$ cat src/rtl/core_pkg.sv
// Shared core definitions: sequencer state encodings and RV32 base opcodes.
// The opcode constants here are the same ones the decode stage uses, so the
// sequencer's notion of a legal instruction class never drifts from decode.
package core_pkg;

  typedef enum logic [2:0] {
    IDLE      = 3'd0,
    FETCH     = 3'd1,
    DECODE    = 3'd2,
    EXECUTE   = 3'd3,
    MEMORY    = 3'd4,
    WRITEBACK = 3'd5,
    FAULT     = 3'd6
  } state_t;

  localparam logic [6:0] OP_LOAD   = 7'b0000011;
  localparam logic [6:0] OP_STORE  = 7'b0100011;
  localparam logic [6:0] OP_R      = 7'b0110011;
  localparam logic [6:0] OP_I      = 7'b0010011;
  localparam logic [6:0] OP_BRANCH = 7'b1100011;
  localparam logic [6:0] OP_JAL    = 7'b1101111;
  localparam logic [6:0] OP_JALR   = 7'b1100111;
  localparam logic [6:0] OP_AUIPC  = 7'b0010111;
  localparam logic [6:0] OP_LUI    = 7'b0110111;

  // Instructions that need a data-memory access before writeback.
  function automatic logic is_mem_op(input logic [6:0] op);
    return (op == OP_LOAD) || (op == OP_STORE);
  endfunction

  // Instructions that go straight from EXECUTE to WRITEBACK.
  function automatic logic is_direct_op(input logic [6:0] op);
    case (op)
      OP_R, OP_I, OP_BRANCH, OP_JAL, OP_JALR, OP_AUIPC, OP_LUI: return 1'b1;
      default: return 1'b0;
    endcase
  endfunction

endpackage

$ cat src/rtl/wait_timer.sv
// Wait timer for the memory-handshake states.
// Ports:
//   clock, reset : clock and synchronous active-high reset
//   clear        : force the count to zero
//   count_en     : one more cycle spent waiting for ready
//   expired      : count has reached WAIT_LIMIT
// WAIT_LIMIT = 0 makes expired true immediately, i.e. ready is required on
// the first waiting cycle.
module wait_timer #(
  parameter int unsigned WAIT_LIMIT = 15
) (
  input  logic clock,
  input  logic reset,
  input  logic clear,
  input  logic count_en,
  output logic expired
);

  localparam int unsigned CW = (WAIT_LIMIT > 0) ? $clog2(WAIT_LIMIT + 1) : 1;
  localparam logic [CW-1:0] LIMIT = CW'(WAIT_LIMIT);

  logic [CW-1:0] count_q;

  assign expired = (count_q == LIMIT);

  always_ff @(posedge clock) begin
    if (reset || clear) begin
      count_q <= '0;
    end else if (count_en && !expired) begin
      count_q <= count_q + CW'(1);
    end
  end

endmodule

$ cat src/rtl/multicycle_sequencer.sv
// Multicycle control sequencer: IDLE -> FETCH -> DECODE -> EXECUTE ->
// [MEMORY] -> WRITEBACK, with a sticky FAULT on illegal opcode or a memory
// handshake that never completes within WAIT_LIMIT+1 cycles.
// Ports:
//   clock, reset            : clock, synchronous active-high reset
//   start                   : begin sequencing (IDLE only)
//   halt                    : return to IDLE after this instruction (WRITEBACK only)
//   opcode                  : instruction[6:0] from the instruction register
//   imem_ready, dmem_ready  : memory handshakes
//   imem_rEn, ir_load       : instruction fetch request / IR latch
//   dmem_rEn, mem_wEn_gate  : data read request / store write gate
//   rf_wEn_gate, pc_wEn     : register-file write gate / PC commit
//   retired, fault          : per-instruction pulse / sticky error
//   state                   : current state encoding
//   cycle_count, instret_count : performance counters
// Build option: SEQ_PERF_COUNTERS_EN enables the performance counters;
// without it the counter ports are tied to zero.
module multicycle_sequencer
  import core_pkg::*;
#(
  parameter int unsigned WAIT_LIMIT = 15
) (
  input  logic        clock,
  input  logic        reset,
  input  logic        start,
  input  logic        halt,
  input  logic [6:0]  opcode,
  input  logic        imem_ready,
  input  logic        dmem_ready,
  output logic        imem_rEn,
  output logic        ir_load,
  output logic        dmem_rEn,
  output logic        mem_wEn_gate,
  output logic        rf_wEn_gate,
  output logic        pc_wEn,
  output logic        retired,
  output logic        fault,
  output logic [2:0]  state,
  output logic [31:0] cycle_count,
  output logic [31:0] instret_count
);

  state_t state_q, state_d;
  logic   mem_is_store_q;
  logic   in_wait, wait_ready, wait_expired;

  // Load/store kind is captured in EXECUTE so the MEMORY enables depend only
  // on registered state, not on the live opcode input.
  always_ff @(posedge clock) begin
    if (reset) begin
      state_q        <= IDLE;
      mem_is_store_q <= 1'b0;
    end else begin
      state_q <= state_d;
      if (state_q == EXECUTE) begin
        mem_is_store_q <= (opcode == OP_STORE);
      end
    end
  end

  assign in_wait    = (state_q == FETCH) || (state_q == MEMORY);
  assign wait_ready = (state_q == FETCH) ? imem_ready : dmem_ready;

  // FETCH and MEMORY are only ever entered from other states, so holding the
  // timer clear outside them is equivalent to clearing it on entry.
  wait_timer #(
    .WAIT_LIMIT (WAIT_LIMIT)
  ) u_wait_timer (
    .clock    (clock),
    .reset    (reset),
    .clear    (!in_wait),
    .count_en (in_wait && !wait_ready),
    .expired  (wait_expired)
  );

  always_comb begin
    state_d = state_q;
    case (state_q)
      IDLE:      if (start) state_d = FETCH;
      FETCH:     if (imem_ready) state_d = DECODE;
                 else if (wait_expired) state_d = FAULT;
      DECODE:    state_d = EXECUTE;
      EXECUTE:   if (is_mem_op(opcode)) state_d = MEMORY;
                 else if (is_direct_op(opcode)) state_d = WRITEBACK;
                 else state_d = FAULT;
      MEMORY:    if (dmem_ready) state_d = WRITEBACK;
                 else if (wait_expired) state_d = FAULT;
      WRITEBACK: state_d = halt ? IDLE : FETCH;
      FAULT:     state_d = FAULT;
      default:   state_d = FAULT;
    endcase
  end

  always_comb begin
    imem_rEn     = 1'b0;
    ir_load      = 1'b0;
    dmem_rEn     = 1'b0;
    mem_wEn_gate = 1'b0;
    rf_wEn_gate  = 1'b0;
    pc_wEn       = 1'b0;
    retired      = 1'b0;
    fault        = 1'b0;
    case (state_q)
      FETCH: begin
        imem_rEn = 1'b1;
        ir_load  = imem_ready;
      end
      MEMORY: begin
        dmem_rEn     = !mem_is_store_q;
        mem_wEn_gate = mem_is_store_q;
      end
      WRITEBACK: begin
        rf_wEn_gate = 1'b1;
        pc_wEn      = 1'b1;
        retired     = 1'b1;
      end
      FAULT:   fault = 1'b1;
      default: ;
    endcase
  end

  assign state = state_q;

`ifdef SEQ_PERF_COUNTERS_EN
  always_ff @(posedge clock) begin
    if (reset) begin
      cycle_count   <= '0;
      instret_count <= '0;
    end else begin
      if (state_q != IDLE && state_q != FAULT) begin
        cycle_count <= cycle_count + 32'd1;
      end
      if (retired) begin
        instret_count <= instret_count + 32'd1;
      end
    end
  end
`else
  assign cycle_count   = '0;
  assign instret_count = '0;
`endif

endmodule
$ cat config.mk
export PLATFORM = sky130hd
export DESIGN_NAME = multicycle_sequencer
export DESIGN_NICKNAME = d
export VERILOG_FILES = /design/src/rtl/core_pkg.sv /design/src/rtl/wait_timer.sv /design/src/rtl/multicycle_sequencer.sv
export SDC_FILE = /design/constraint.sdc
export NUM_CORES = 1
export LEC_CHECK = 0
export BUFFER_PORTS_ARGS = -buffer_cell sky130_fd_sc_hd__buf_4
export CAP_MARGIN = 30
export CELL_PAD_IN_SITES_DETAIL_PLACEMENT = 2
export CELL_PAD_IN_SITES_GLOBAL_PLACEMENT = 2
export CORE_MARGIN = 8
export CORE_UTILIZATION = 21
export DETAILED_ROUTE_END_ITERATION = 7
export GPL_TIMING_DRIVEN = 0
export PLACE_DENSITY_LB_ADDON = 0.1
export SLEW_MARGIN = 20
export SYNTH_ARGS = -nofsm -noshare
export SYNTH_HDL_FRONTEND = slang
export SYNTH_SLANG_ARGS = --single-unit
$ cat constraint.sdc
create_clock -name clock -period 2.6 [get_ports clock]
set_input_delay 0.26 -clock clock [delete_from_list [all_inputs] [get_ports clock]]
set_output_delay 0.26 -clock clock [all_outputs]
set_load 0.05 [all_outputs]
==> impl_results.md <==
* Status: finished, final reports clean
* CTS resizes at 0
* CTS Buffer Depth at 2
* Slew Viols, Final at 0
* WP data required at 2.34 ns
* DRC viols at 0
* Critical path startpoint: state[0]$_SDFFE_PP0P_
* WS Path Type: register to primary output
* Largest family of logic cells by synthesized area: buffers and inverters
* Io pins at 88
* Reg-to-reg setup timing slack at 1.22 ns
* Largest net degree at the start of global routing at 11
* GP Congestion at 0.773
* FF+latch count, synth at 8
* Arr. time, crit path at 1.46 ns
* Vias in the first global route at 1,186
* Largest fanout on the critical path at 10
* Synth Flop Type: dfxtp_1
* Global-route wire length before repair at 5560 µm
* Post-synthesis sequential area ratio at 0.146
* Pwr/cell area at 406 mW/mm²
* Worst R2R Path Depth at 5
* Syn. warnings at 0
* Starting Density at 0.215
* Synth area leaders: buf_4 (45%), dfxtp_1 (15%), nand2b_1 (2.9%)
* Commonest non-fill, non-tap cell in the layout: buf_4
* CP Capture Type: primary output
* RSZ-0062 raised after global routing: false
* Post-DP Area at 0.00160 mm²
* Port buffer count at 23
* Max-cap violations at 0
* Async SR Flop Fraction at 0
* ANT cells at 0
* Post-synth EDFFs at 0
* Die area at 0.00777 mm²
* Commonest cells after routing, fill and taps aside: buf_4 (89), conb_1 (64), nor2_1 (8), dfxtp_1 (8), nand2b_1 (5)
* Final setup vio count at 0
* Clock sink total at 8
* Htree depth at 1
* WL final at 3510 µm
* Clock root cell: clkbuf_8
* DRT iter0 DRCs at 17
* GR Overflow Total at 0
* Syn Inst Count at 139
* Crit path to: ir_load
* Clock skew at 0.000454 ns
* Post-CTS Setup Inserts at 0
* Mean Syn Cell Area at 7.87 µm²
* Drt pass-1 iters at 2
* CTS buffer count at 3
* XOR/XNOR Fraction of Synth Area at 0.0160
* Hold Buf Count CTS at 0
* Adder-Cell Fraction of Synth Area at 0.0114
* Post-route cell area at 0.00164 mm²
* CTS tree: yes
* Post-synth top area share at 0.453
* Reg-to-Reg End: u_wait_timer.count_q[1]$_SDFFE_PP0P_
* Overall track demand over capacity in global routing at 0.0906
* Min Tclk post-route at 1.72 ns
* Worst-Skew Late Latency at 0.23 ns
* Startpoint Class: register
* Worst VDD drop at 0.117 mV
* Worst Hold Class: input port to register
* Hold Fails Final Rpt at 0
* Post-synthesis simple-gate area fraction at 0.205
* Final net count at 244
* FF-to-FF Start: u_wait_timer.count_q[0]$_SDFFE_PP0P_
* HPWL after DPL at 3170 µm
* Period utilization at 0.662
* Die W at 88.2 µm
* Die height at 88.2 µm
* Initial antenna violation count at 0
* Compound-cell area share of the yosys netlist at 0.119
* Mapped Area at 0.00109 mm²
* CORE AREA at 0.00507 mm²
* Fmax at 0.581 GHz
* Site Rows at 26
* Area growth, synth to finish at 50.3%
* Synth cell types at 36
* Proportion of synthesized area in mux cells at 0.0183
* Via Count at 1,051
* Via density at 3.53
* Routed Antenna Nets at 0
* Wire length per cell at 11.8 µm
* Clock slew at reported path FFs at 0.04 ns
* Core Util, Final at 0.324
* Setup TNS Final at 0 ns
* Yosys top cell by area: buf_4
* Share of layout cells above drive strength 1 at 0.443
* Pleak at 0.965 nW
-- critical path, stage by stage (launching register included) --
cell      delay [ns]
dfxtp_1         0.34
buf_2           0.28
nand2b_1        0.14
nor2_1          0.15
and2_1          0.14
buf_4           0.19
-- area by class of cell --
cell class                 count  area (µm²)
fill                         646        3430
tap                           70        87.6
timing repair buffer          23         173
inverter                       4        15.0
multi-input combinational    121         657
sequential                     8         160
clock buffer                   3        41.3
buffer                        69         510
-- kinds of logic (layout without fill, tap and decap cells) --
family | count (synthesis) | after routing
adders and majority gates | 1 | 1
and+or+nand+nor | 33 | 33
DFF | 8 | 8
AOI/OAI and AO/OA | 19 | 19
muxes | 2 | 2
other | 1 | 64
buffers and inverters | 73 | 99
xor gates and xnor gates | 2 | 2
-- cells in the mapped netlist, types with 3 or more instances --
library cell / number
inv_1: 4
nand2_1: 3
nand2b_1: 5
o21ai_1: 3
nor2_1: 8
a21oi_1: 4
dfxtp_1: 8
buf_2: 3
buf_4: 66
-- flip-flops by register name, indices dropped and copies added, names as in the netlist --
register	count
state	3
mem_is_store_q	1
u_wait_timer.count_q	4
-- stage by stage --
stage               instances  total power [mW]  worst slack (ns)  hold slack [ns]
finish                    298             0.668             0.879            0.249
global route              298             0.701             0.757            0.255
CTS                       298             0.665             0.858            0.238
detailed placement        295             0.512              1.10            0.480
global placement          295             0.509              1.10            0.476
floorplan                 202             0.471            0.0656            0.329
-- worst min path at each step --
stage               startpoint                           to  slack [ns]  cells past startpoint
global route             reset        state[1]$_SDFFE_PP0P_        0.25                      2
floorplan                reset        state[2]$_SDFFE_PP0P_        0.33                      1
detailed placement       reset  mem_is_store_q$_SDFFE_PP0P_        0.48                      2
CTS                      reset  mem_is_store_q$_SDFFE_PP0P_        0.24                      2
global placement         reset        state[2]$_SDFFE_PP0P_        0.48                      2
finish                   reset  mem_is_store_q$_SDFFE_PP0P_        0.25                      2
-- where the power goes --
group / switching, mW / total, mW / internal (mW)
clock network: 0.0483 / 0.149 / 0.100
registers: 0.00291 / 0.130 / 0.127
logic: 0.284 / 0.390 / 0.105
-- routing by layer --
| layer | GRT usage | wire length [µm] | vias up |
|---|---|---|---|
| li1 | - | - | 514 |
| met1 | 0.0844 | 1220 | 477 |
| met2 | 0.160 | 1740 | 55 |
| met3 | 0.0488 | 472 | 5 |
| met4 | 0.0415 | 67 | 0 |
| met5 | 0 | 0 | - |
Power figures use the tool's default switching activity.
